<file path="config.mk">
export PLATFORM = sky130hd
export DESIGN_NAME = fetch_queue_stage
export DESIGN_NICKNAME = d
export VERILOG_FILES = /design/src/rtl/fetch_queue_stage.sv
export SDC_FILE = /design/constraint.sdc
export NUM_CORES = 1
export LEC_CHECK = 0
export ABC_AREA = 1
export BUFFER_PORTS_ARGS = -buffer_cell sky130_fd_sc_hd__buf_2
export CAP_MARGIN = 15
export CORE_MARGIN = 4
export CORE_UTILIZATION = 25
export DETAILED_ROUTE_END_ITERATION = 8
export PLACE_DENSITY_LB_ADDON = 0.1
export SETUP_SLACK_MARGIN = 0.3
export SLEW_MARGIN = 5
export SYNTH_ARGS = -nofsm -noshare
export SYNTH_HDL_FRONTEND = slang
export SYNTH_SLANG_ARGS = --single-unit
</file>
<file path="constraint.sdc">
create_clock -name clk -period 6.58 [get_ports clk]
set_input_delay 0.329 -clock clk [delete_from_list [all_inputs] [get_ports clk]]
set_output_delay 0.329 -clock clk [all_outputs]
set_load 0.05 [all_outputs]
</file>
<file path="src/rtl/fetch_queue_stage.sv">
// Decoupled fetch stage: issues PCs to a variable-latency imem, queues responses and feeds IF/ID.
// Define FETCH_PERF_CNT_EN to add saturating stall/flush/drop performance counters.
module fetch_queue_stage #(
  parameter int unsigned     XLEN     = 32,
  parameter logic [XLEN-1:0] RESET_PC = '0,
  parameter int unsigned     FQ_DEPTH = 4
) (
  input  logic            clk,
  input  logic            rst,
  input  logic            PCSrcE,
  input  logic [XLEN-1:0] PCTargetE,
  input  logic            StallD,
  output logic            imem_req_valid,
  input  logic            imem_req_ready,
  output logic [XLEN-1:0] imem_req_addr,
  input  logic            imem_rsp_valid,
  input  logic [XLEN-1:0] imem_rsp_data,
  output logic [XLEN-1:0] InstrD,
  output logic [XLEN-1:0] PCD,
  output logic [XLEN-1:0] PCPlus4D,
  output logic            ValidD
`ifdef FETCH_PERF_CNT_EN
  ,
  output logic [31:0]     perf_stall_cnt,
  output logic [31:0]     perf_flush_cnt,
  output logic [31:0]     perf_drop_cnt
`endif
);

  localparam int unsigned     AW      = $clog2(FQ_DEPTH);
  localparam int unsigned     CW      = AW + 1;
  localparam logic [XLEN-1:0] NOP     = XLEN'(32'h0000_0013);
  localparam logic [CW:0]     DEPTH_W = (CW+1)'(FQ_DEPTH);
  localparam logic [CW-1:0]   FULL    = CW'(FQ_DEPTH);

  logic [XLEN-1:0] pcf_q, pcf_d;
  logic [AW-1:0]   fq_head_q, fq_head_d, fq_tail_q, fq_tail_d;
  logic [AW-1:0]   sh_head_q, sh_head_d, sh_tail_q, sh_tail_d;
  logic [CW-1:0]   fq_count_q, fq_count_d;
  logic [CW-1:0]   outst_q, outst_d;
  logic [CW-1:0]   discard_q, discard_d;
  logic [XLEN-1:0] instrd_q, instrd_d, pcd_q, pcd_d, pcplus4d_q, pcplus4d_d;
  logic            validd_q, validd_d;

  logic [XLEN-1:0] fq_pc_q    [FQ_DEPTH];
  logic [XLEN-1:0] fq_instr_q [FQ_DEPTH];
  logic [XLEN-1:0] sh_pc_q    [FQ_DEPTH];

  logic req_fire, rsp_drop, fq_push, fq_pop;

  // Occupancy counts both queued and in-flight entries, so the queue can never overflow.
  assign imem_req_valid = !rst && !PCSrcE &&
                          (({1'b0, fq_count_q} + {1'b0, outst_q}) < DEPTH_W);
  assign imem_req_addr  = pcf_q;
  assign InstrD         = instrd_q;
  assign PCD            = pcd_q;
  assign PCPlus4D       = pcplus4d_q;
  assign ValidD         = validd_q;

  always_comb begin
    // NOTE: every variable gets a default first so no path leaves it unassigned (no latches).
    req_fire   = imem_req_valid && imem_req_ready;
    rsp_drop   = imem_rsp_valid && (PCSrcE || (discard_q != '0));
    fq_push    = imem_rsp_valid && !rsp_drop;
    fq_pop     = !PCSrcE && !StallD && (fq_count_q != '0);

    outst_d    = outst_q + CW'(req_fire) - CW'(imem_rsp_valid);
    sh_tail_d  = sh_tail_q + AW'(req_fire);
    sh_head_d  = sh_head_q + AW'(imem_rsp_valid);

    pcf_d      = pcf_q;
    fq_head_d  = fq_head_q;
    fq_tail_d  = fq_tail_q;
    fq_count_d = fq_count_q;
    discard_d  = discard_q;
    instrd_d   = instrd_q;
    pcd_d      = pcd_q;
    pcplus4d_d = pcplus4d_q;
    validd_d   = validd_q;

    if (PCSrcE) begin
      // Every request still unanswered after this edge belongs to the wrong path.
      pcf_d      = PCTargetE & ~XLEN'(3);
      fq_head_d  = '0;
      fq_tail_d  = '0;
      fq_count_d = '0;
      discard_d  = outst_d;
      instrd_d   = NOP;
      validd_d   = 1'b0;
    end else begin
      if (req_fire) pcf_d = pcf_q + XLEN'(4);
      if (imem_rsp_valid && (discard_q != '0)) discard_d = discard_q - CW'(1);
      fq_head_d  = fq_head_q + AW'(fq_pop);
      fq_tail_d  = fq_tail_q + AW'(fq_push);
      fq_count_d = fq_count_q + CW'(fq_push) - CW'(fq_pop);
      if (!StallD) begin
        if (fq_pop) begin
          instrd_d   = fq_instr_q[fq_head_q];
          pcd_d      = fq_pc_q[fq_head_q];
          pcplus4d_d = fq_pc_q[fq_head_q] + XLEN'(4);
          validd_d   = 1'b1;
        end else begin
          instrd_d   = NOP;
          validd_d   = 1'b0;
        end
      end
    end
  end

  // NOTE: sequential state uses non-blocking assignments so all flops update together.
  always_ff @(posedge clk or posedge rst) begin
    if (rst) begin
      pcf_q      <= RESET_PC;
      fq_head_q  <= '0;
      fq_tail_q  <= '0;
      fq_count_q <= '0;
      sh_head_q  <= '0;
      sh_tail_q  <= '0;
      outst_q    <= '0;
      discard_q  <= '0;
      instrd_q   <= NOP;
      pcd_q      <= '0;
      pcplus4d_q <= '0;
      validd_q   <= 1'b0;
    end else begin
      pcf_q      <= pcf_d;
      fq_head_q  <= fq_head_d;
      fq_tail_q  <= fq_tail_d;
      fq_count_q <= fq_count_d;
      sh_head_q  <= sh_head_d;
      sh_tail_q  <= sh_tail_d;
      outst_q    <= outst_d;
      discard_q  <= discard_d;
      instrd_q   <= instrd_d;
      pcd_q      <= pcd_d;
      pcplus4d_q <= pcplus4d_d;
      validd_q   <= validd_d;
    end
  end

  // NOTE: storage arrays are not reset; the pointers and counts alone define which entries are live.
  always_ff @(posedge clk) begin
    if (req_fire) sh_pc_q[sh_tail_q] <= pcf_q;
    if (fq_push) begin
      fq_pc_q[fq_tail_q]    <= sh_pc_q[sh_head_q];
      fq_instr_q[fq_tail_q] <= imem_rsp_data;
    end
  end

`ifdef FETCH_PERF_CNT_EN
  logic [31:0] stall_cnt_q, stall_cnt_d, flush_cnt_q, flush_cnt_d, drop_cnt_q, drop_cnt_d;

  always_comb begin
    stall_cnt_d = stall_cnt_q;
    flush_cnt_d = flush_cnt_q;
    drop_cnt_d  = drop_cnt_q;
    if (!validd_q && !StallD && (stall_cnt_q != '1)) stall_cnt_d = stall_cnt_q + 32'd1;
    if (PCSrcE && (flush_cnt_q != '1))               flush_cnt_d = flush_cnt_q + 32'd1;
    if (rsp_drop && (drop_cnt_q != '1))              drop_cnt_d  = drop_cnt_q + 32'd1;
  end

  always_ff @(posedge clk or posedge rst) begin
    if (rst) begin
      stall_cnt_q <= '0;
      flush_cnt_q <= '0;
      drop_cnt_q  <= '0;
    end else begin
      stall_cnt_q <= stall_cnt_d;
      flush_cnt_q <= flush_cnt_d;
      drop_cnt_q  <= drop_cnt_d;
    end
  end

  assign perf_stall_cnt = stall_cnt_q;
  assign perf_flush_cnt = flush_cnt_q;
  assign perf_drop_cnt  = drop_cnt_q;
`endif

  a_fq_no_overflow: assert property (@(posedge clk) disable iff (rst)
    fq_push |-> (fq_count_q != FULL));
  a_rsp_has_request: assert property (@(posedge clk) disable iff (rst)
    imem_rsp_valid |-> (outst_q != '0));

endmodule

</file>
# Word level (Yosys, flattened, before mapping)
# Memory sizes are Yosys's and may differ from the RTL's.
# Cells that the tools add are included.
[word_totals]
reg_bits = 146
n_memories = 3
wordCells = 66
mem_bits_rw = 384
out_inout_bits = 130
input_bits = 70
[memory_table]
columns = ["name", "depth", "width", "rd", "rd_ports_with_merged_regs", "write_ports", "line", "text"]
rows = [
  ["fq_instr_q", 4, 32, 1, 0, 1, "46", "logic [XLEN-1:0] fq_instr_q [FQ_DEPTH];"],
  ["fq_pc_q", 4, 32, 1, 0, 1, "45", "logic [XLEN-1:0] fq_pc_q [FQ_DEPTH];"],
  ["sh_pc_q", 4, 32, 1, 0, 1, "47", "logic [XLEN-1:0] sh_pc_q [FQ_DEPTH];"],
]
[op_classes]
muxes = 17
magnitude_cmp = 1
eq_ne = 1
n_addsub = 12
reduce_logical = 18
bitwise = 2
[ops]
columns = ["operator", "count"]
rows = [
  ["32-bit two-way mux", 5],
  ["32-bit by 3-bit adder with 32-bit output, second input constant", 2],
  ["3-bit two-way mux", 3],
  ["2-bit by 1-bit adder with 2-bit output", 4],
  ["1-bit logical AND", 8],
  ["1-bit two-way mux", 7],
  ["3-bit by 1-bit adder with 3-bit output", 2],
  ["3-bit nonzero test", 2],
  ["3-bit by 1-bit subtractor with 3-bit output", 2],
  ["3-bit by 3-bit adder with 4-bit output", 1],
  ["1-bit zero test", 4],
  ["4-bit by 3-bit < comparator with 1-bit output, second input constant", 1],
  ["2-bit two-way mux", 2],
  ["2-bit nonzero test", 2],
  ["3-bit AND reduction", 1],
  ["3-bit by 1-bit subtractor with 3-bit output, second input constant", 1],
  ["2-bit != test, second input constant", 1],
  ["1-bit inverter", 2],
  ["1-bit logical OR", 1],
]

# Longest topological paths before layout
# Gate-level depths: netlist of the first run.
[logic_depth]
depth_word = 8
mapped_depth = 15
mapped_depth_nobuf = 13

# Worst setup path after synthesis of the first run
# OpenSTA, ideal clock, no wires.
[synth_path]
path_kind = "input port to flip-flop"
startpoint = "input rst"
endpoint = "memory sh_pc_q[0][10], enable pin"
path_buffers = 1
setup_slack_ps = -702
arrival_time_ps = 6827
setup_ps = 455
cell_stages = 6
required_time_ps = 6125
path_cell_list = "inv_1 -> nand2_1 -> nor3_4 -> nand2_2 -> buf_1 -> nor3_1"
[synth_via]
elab_chain_cells = 6
[synth_lines]
columns = ["element", "line", "text"]
rows = [
  ["from (decl)", "9", "input logic rst,"],
  ["1-bit zero test (no line)", "n/a", ""],
  ["1-bit logical AND (2 in a row)", "52", "assign imem_req_valid = !rst && !PCSrcE &&"],
  ["via imem_req_valid", "13", "output logic imem_req_valid,"],
  ["1-bit logical AND", "62", "req_fire = imem_req_valid && imem_req_ready;"],
  ["1-bit two-way mux", "143", "if (req_fire) sh_pc_q[sh_tail_q] <= pcf_q;"],
  ["1-bit two-way mux (implied by the code)", "143", ""],
  ["to (decl)", "47", ""],
]
# The timed path passes the listed nets, and every way through them passes these cells.

# Worst setup path in the final report of the first run
[layout_path]
startpoint = "register fq_head_q[1]"
endpoint = "register pcplus4d_q[28], in the netlist PCPlus4D[28]"
[layout_via]
elab_chain_cells = 2
[layout_lines]
columns = ["element", "line", "text"]
rows = [
  ["from (decl)", "37", "logic [AW-1:0] fq_head_q, fq_head_d, fq_tail_q, fq_tail_d;"],
  ["from (signal assigned)", "127", "fq_head_q <= fq_head_d;"],
  ["memory 4 x 32 bit", "n/a", ""],
  ["32-bit by 3-bit adder with 32-bit output", "100", "pcplus4d_d = fq_pc_q[fq_head_q] + XLEN'(4);"],
  ["to (signal assigned)", "136", "pcplus4d_q <= pcplus4d_d;"],
  ["to (decl)", "42", "logic [XLEN-1:0] instrd_q, instrd_d, pcd_q, pcd_d, pcplus4d_q, pcplus4d_d;"],
]
# No other way between the ends.
# A chain may end at the register's enable or synchronous reset.

==> impl_results.md, run 1 <==
- Status: complete, no violations
- Pin count of the biggest net entering global routing: 126
- Htree depth: 2
- Post-CTS Resized: 0
- Area added between synthesis and finish: 21.6%
- Gr ovfl total: 0
- Worst ir drop on vdd: about 0.25 mV
- Die Wd: around 300 um
- CTS tree: done
- Die ar.: ~0.092 sq mm
- Crit. End Element: flop
- First-pass GRT wire length: 98300 um
- Iter 0 DRT Violations: 1116
- Clock slew seen by the registers of the worst setup and hold paths: 0.06 ns
- Via count: 15500
- Main area contributors after synthesis: edfxtp_1 (51%), dfrtp_1 (16%), nand2_1 (10%)
- Syn Area/Cell: between 10 and 15 sq um
- Post-DR vias/cell: 4.47
- RR Endpoint: PCPlus4D[28]
- Clk_skew: approximately 0.029 ns
- RSZ-0062 raised after global routing: no
- Register area share after synthesis: 67.1%
- Hold slack: about 0.12 ns
- Setup violations, final: 0
- Post-synth ARST share: between 20% and 30%
- Per-cell routed wire length: 18.9 um
- DRC viols: 0
- IO Port Bufs: about 190
- Cell Area, Synth: roughly 0.022 sq mm
- Synthesized flop and latch total: roughly 510
- Clk Latency, worst-skew pair: around 0.63 ns
- Total GRT Usage: between 10% and 20%
- Worst-path cell chain: inv_2 -> buf_4 -> nand2_1 -> nand2_2 -> nand2_2 -> nor2_2 -> nand2_2 -> nor2_1 -> nand2_1 -> nand2_1 -> nand3_1
- Setup TNS: 0 ns
- Worst Setup SP: fq_head_q[1]
- Rows: ~110
- R2R Setup Slk: 3.13 ns
- Gpl congestion: between 0.7 and 0.8
- Syn Inst Count: roughly 2000
- Cell taking the most area after synthesis: edfxtp_1
- Buffer count from post-CTS setup fixing: 0
- Core ar.: between 0.08 and 0.09 sq mm
- CP arrival: just under 4 ns
- Worst-Margin Slew: 1.11 ns
- Crit-path max FO: between 60 and 70
- Max-slew headroom: between 20 and 30%
- Nature of the critical path startpoint: flop
- Lkg Pwr: 10.5 nW
- Netlist cell types: between 40 and 50
- WL final: approximately 65000 um
- Post-synth EDFFs: 368
- Initial antenna violation count: 0
- Required time worst endpoint: ~7 ns
- Hpwl dp: ~40000 um
- Layout cells sized above 1: roughly 17%
- I/O pins: 200
- Detail Route Antenna Nets: 0
- DP Cell Count: roughly 3300
- Initial Util: approximately a quarter
- Reg2reg path depth: 11
- Fin nets: 2348
- Slowest stage delay, CP: between 0.8 and 0.9 ns
- CTS sink cnt: 508
- Final Power: approximately 0.011 W
- Vias in the first global route: between 15000 and 20000
- Top cell type's share of synthesized area: between 50% and 60%
- Tcrit/Tclk final: between 50 and 60%
- Final Hold Fails: 0
- Fmax: ~290 MHz
- Crit Path Category: reg -> reg
- Total power per unit cell area: about 410 mW/mm^2
- Maximum clock insertion buffer count: 3
- Ys flop type: edfxtp_1
- Critical path's slowest cell: buf_4
- Max Cap Violations: 0
- Non-Filler Instances: ~3500
- Reg2reg start: fq_head_q[1]
- Synth warn: 0
- Die Y: 303 um
- CTS buffer count: 59
- Final slew viol count: 0
- Worst Hold Class: in -> reg
- Critical Path End: PCPlus4D[28]
- Pre-antenna DRT Iters: 5
- CTS root buf: clkbuf_16
- Crit path time final: ~3.5 ns
[layout by cell type, fill, tap and decap left out, types with 3 or more instances in the layout]
cell type	instances
dfstp_2	3
clkbuf_1	19
o21ai_0	102
xor2_1	12
buf_2	191
clkbuf_16	62
conb_1	6
a31o_2	30
o221ai_1	3
nor3_1	8
nor2_2	12
o22ai_1	30
o211ai_1	12
edfxtp_1	368
a21oi_1	81
inv_2	4
bufinv_16	3
ha_1	14
clkinv_2	9
nand4_1	10
buf_4	27
dlygate4sd3_1	63
nand3_1	121
xnor2_1	9
nor3_2	9
nor2_1	206
nor2_4	3
o21bai_1	3
inv_1	75
o21a_1	3
a31oi_1	3
dfrtp_1	135
clkinvlp_4	6
a221oi_1	29
nand2_2	7
nand3b_1	4
o21ai_1	6
clkinv_1	6
nand2_1	593
[worst max-delay path, delay by kind of cell (launching register included)]
kind	cells	cell delay, ns
simple gates	9	1.23
flops	1	0.76
buf+inv	2	1.32
[final cells by class]
| class | instances | area [sq um] |
|---|---|---|
| clock buffers | 83 | 1650 |
| multi-input cells | 1329 | 6330 |
| inverters | 82 | 322 |
| fillers | 8840 | 59300 |
| flip-flops and latches | 508 | 14600 |
| diodes | 1 | 2.50 |
| repair buffers | 282 | 1800 |
| clock inverters | 29 | 268 |
| well taps | 1144 | 1430 |
[metrics by stage]
stage / setup slack (ns) / util [%] / area (sq um)
after floorplan: 0.863 / - / 21700
after global placement: 2.79 / 27.8 / 23800
after detailed placement: 2.90 / 27.8 / 23800
after CTS: 2.94 / 30.8 / 26400
after global routing: 2.77 / 30.8 / 26400
final: 3.13 / 30.8 / 26400
[worst min-delay path by stage]
| stage | from | endpoint | slack (ns) | cells after the start |
|---|---|---|---|---|
| floorplan | imem_rsp_data[0] | fq_instr_q[0][0] | 0.43 | 0 |
| global placement | PCD[20] | PCD[20] | 0.46 | 2 |
| detailed placement | PCD[11] | PCD[11] | 0.46 | 2 |
| CTS | PCTargetE[3] | imem_req_addr[3] | 0.08 | 3 |
| global route | PCTargetE[3] | imem_req_addr[3] | 0.09 | 3 |
| finish | PCTargetE[3] | imem_req_addr[3] | 0.12 | 3 |
[synth_stat cells, types with 10 or more instances]
master    number
a21oi_1       81
nand2_1      593
edfxtp_1     368
ha_1          14
buf_2         27
a31o_2        30
nand4_1       10
nand3_1      121
o211ai_1      12
nor2_1       206
dfrtp_1      137
buf_4         18
nor3_1        16
xor2_1        12
clkbuf_1      50
o22ai_1       30
inv_1         77
nor2_2        12
a221oi_1      29
o21ai_0      102
[layer usage]
layer / routed length [um] / global-route usage (%) / vias up
li1: - / - / 7481
met1: 31300 / 20.2 / 7544
met2: 29900 / 22.6 / 343
met3: 2940 / 2.08 / 86
met4: 1400 / 3.67 / 0
met5: 0 / 0 / -
[report_power, final]
part / switching (W) / total (W) / internal (W)
Sequential: 0.000344 / 0.00435 / 0.00401
Clock: 0.00135 / 0.00322 / 0.00188
Combinational: 0.00237 / 0.00311 / 0.000738
Total: 0.00407 / 0.0107 / 0.00662
[state kept, by name (all words and copies together), names as in the netlist]
name,flops
discard_q,3
PCPlus4D,30
sh_tail_q,2
fq_instr_q,128
imem_req_addr,30
fq_tail_q,2
fq_count_q,3
ValidD,1
InstrD,32
sh_head_q,2
sh_pc_q,120
fq_head_q,2
fq_pc_q,120
PCD,30
outst_q,3
[cell families (layout without fill, tap and decap cells)]
logic type / Yosys count / after routing / share of synthesized area (%)
AOI/OAI and AO/OA: 309 / 309 / 8.71
xor gates and xnor gates: 21 / 21 / 0.848
other: 1 / 7 / 0.0173
DFF: 508 / 508 / 67.1
and+or+nand+nor: 977 / 977 / 18.3
adders and majority gates: 16 / 16 / 0.992
buffers and inverters: 188 / 476 / 3.97
[timing repair]
item                                   4_1_cts  5_1_grt
endpoints found under the hold margin      174        0
setup endpoints to repair                    0        0
hold buffers                                63        0
Note: power is estimated with default switching activity, not from simulation.
==> run 2: changes to the inputs <==
clock period = 3.5 ns   (was 6.58 ns; I/O delays follow)
==> run 2 against run 1 <==
Maximum frequency grew 24%. Utilization grew 0.48 points. Count of clock-buffer cells in the layout shrank 10. Critical path type unchanged. Highest routed layer unchanged.
==> impl_results.md, run 2 (synthesized netlist as in run 1, its figures left out) <==
- CTS tree: done (unchanged)
- Crit. End Element: flop (unchanged)
- CTS buffer count: 59 (unchanged)
- Rows: 107 (unchanged)
- M2 GR Usage: 23.0% (was 22.6%)
- Post-CTS Resized: 0 (unchanged)
- Clock slew seen by the registers of the worst setup and hold paths: 0.06 ns (about the same)
- Antenna diodes: 0 (was 1)
- Tcrit/Tclk final: 79.8% (was 52.5%)
- Per-cell routed wire length: 18.9 um (about the same)
- Initial antenna violation count: 0 (unchanged)
- Iter 0 DRT Violations: 913 (was 1116)
- Clk_skew: 0.0237 ns (was 0.0286 ns)
- Worst-Margin Slew: 0.974 ns (was 1.11 ns)
- Non-Filler Instances: 3469 (was 3458)
- Final slew viol count: 0 (unchanged)
- Hpwl dp: 42000 um (was 40100 um)
- Worst ir drop on vdd: 0.485 mV (was 0.247 mV)
- Fin nets: 2362 (was 2348)
- HP Start: imem_req_ready (was PCTargetE[3])
- Most frequent cells in the layout: nand2_1 (592), edfxtp_1 (368), nor2_1 (205) (was nand2_1 (593), edfxtp_1 (368), nor2_1 (206))
- Pin count of the biggest net entering global routing: 118 (was 126)
- Dpl ws: 0.699 ns (was 2.90 ns)
- R2R Setup Slk: 0.71 ns (was 3.13 ns)
- Lkg Pwr: 10.7 nW (was 10.5 nW)
- Crit Path Category: reg -> reg (unchanged)
- GRT met3 Usage: 1.93% (was 2.08%)
- Required time worst endpoint: 3.98 ns (was 7.09 ns)
- RSZ-0062 raised after global routing: no (unchanged)
- Layout cells sized above 1: 17.2% (was 16.6%)
- Area added between synthesis and finish: 23.5% (was 21.6%)
- PnR worst setup slack: 0.706 ns (was 3.13 ns)
- Die Wd: 303 um (unchanged)
- Die ar.: 0.0915 sq mm (unchanged)
- Final Hold Fails: 0 (unchanged)
- Maximum clock insertion buffer count: 3 (unchanged)
- Detail Route Antenna Nets: 0 (unchanged)
- DP Cell Count: 3294 (was 3282)
- Status: complete, no violations (unchanged)
- Reg2reg start: fq_head_q[0] (was fq_head_q[1])
- First-pass GRT wire length: 99300 um (was 98300 um)
- Setup TNS: 0 ns (unchanged)
- CTS sink cnt: 508 (unchanged)
- Max-slew headroom: 35.0% (was 25.8%)
- Initial Util: 25.3% (unchanged)
- Max FFs per register: 128 (unchanged)
- I/O pins: 200 (unchanged)
- Post-DR vias/cell: 4.44 (was 4.47)
- Number of hold buffers added after CTS: 65 (was 63)
- Worst Hold Class: in -> reg (unchanged)
- Htree depth: 2 (unchanged)
- Clk Latency, worst-skew pair: 0.61 ns (was 0.63 ns)
- Max Cap Violations: 0 (unchanged)
- Core ar.: 0.0857 sq mm (unchanged)
- Largest Register: fq_instr_q (unchanged)
- Fill cell count: 8831 (was 8840)
- Setup violations, final: 0 (unchanged)
- CP arrival: 3.28 ns (was 3.96 ns)
- Busiest layer in global routing: met2 (unchanged)
- Largest registers: fq_instr_q: 128 flops, fq_pc_q: 120 flops, sh_pc_q: 120 flops (unchanged)
- Via count: 15400 (was 15500)
- Finished Core Util: 31.3% (was 30.8%)
- Pre-antenna DRT Iters: 5 (unchanged)
- Crit path time final: 2.79 ns (was 3.45 ns)
- Crit-path max FO: 81 (was 67)
- DRC viols: 0 (unchanged)
- Gr ovfl total: 0 (unchanged)
- Commonest non-fill, non-tap cell in the layout: nand2_1 (unchanged)
- Total GRT Usage: 14.2% (was 14.1%)
- Buffer count from post-CTS setup fixing: 0 (unchanged)
- RR Endpoint: PCPlus4D[30] (was PCPlus4D[28])
- Fmax: 358 MHz (was 289 MHz)
- CTS root buf: clkbuf_16 (unchanged)
- Reg2reg path depth: 12 (was 11)
- WL final: 65400 um (was 65500 um)
- Gpl congestion: 0.802 (was 0.795)
- Total power per unit cell area: 757 mW/mm^2 (was 405 mW/mm^2)
- Vias in the first global route: 15600 (was 15300)
- Die Y: 303 um (unchanged)
- Hold path cells: 3 (unchanged)
- Worst Hold End: imem_req_addr[26] (was imem_req_addr[3])
- IO Port Bufs: 191 (unchanged)
- Nature of the critical path startpoint: flop (unchanged)
- GR Layer Usage met1: 20.3% (was 20.2%)
## run 2: layout make-up
type	instances	area [sq um]	share of cell area (%)
timing repair buffer	296	2090	7.82
clock buffer	73	1550	5.79
multi-input combinational	1329	6450	24.1
sequential	508	14600	54.4
clock inverter	37	377	1.41
tap	1144	1430	5.34
inverter	82	322	1.20
## run 2: per-stage QoR
step / hold WS (ns) / instance area [sq um] / power, W
floorplan: 0.274 / 21900 / 0.0123
global placement: 0.390 / 24200 / 0.0143
detailed placement: 0.394 / 24200 / 0.0143
CTS: 0.0868 / 26800 / 0.0207
global route: 0.147 / 26800 / 0.0215
finish: 0.116 / 26800 / 0.0203
## run 2: worst max-delay path, cell delays in order, from the launching register on
cell,delay [ns]
dfrtp_4,0.63
buf_4,0.82
nand2_1,0.15
nand2_1,0.11
nand2_1,0.05
nand2_1,0.15
nand2_1,0.07
nor2_1,0.14
nand2_1,0.09
nor2_1,0.21
nand2_1,0.08
nand2_1,0.06
nand3_1,0.08
## run 2: power by group
group / internal, W / leakage (nW) / switching, W
Sequential: 0.00753 / 5.07 / 0.000590
Clock: 0.00365 / 0.930 / 0.00249
Combinational: 0.00145 / 4.66 / 0.00457
## run 2: routing by layer
layer  vias up  part of all wire [%]
met1      7526                    48
met5         -                     0
met4         0                   2.0
met2       283                    46
met3        86                   3.5
li1       7495                     -
## run 2: how the worst max path moves through the flow
stage / slack, ns / endpoint / start / cells after the start
2_1_floorplan: -0.76 / discard_q[1] / rst / 13
3_3_place_gp: 0.71 / PCPlus4D[30] / fq_head_q[0] / 12
3_5_place_dp: 0.70 / PCPlus4D[30] / fq_head_q[0] / 12
4_1_cts: 0.66 / PCPlus4D[30] / fq_head_q[0] / 12
5_1_grt: 0.38 / PCPlus4D[30] / fq_head_q[0] / 12
6_report: 0.71 / PCPlus4D[30] / fq_head_q[0] / 12
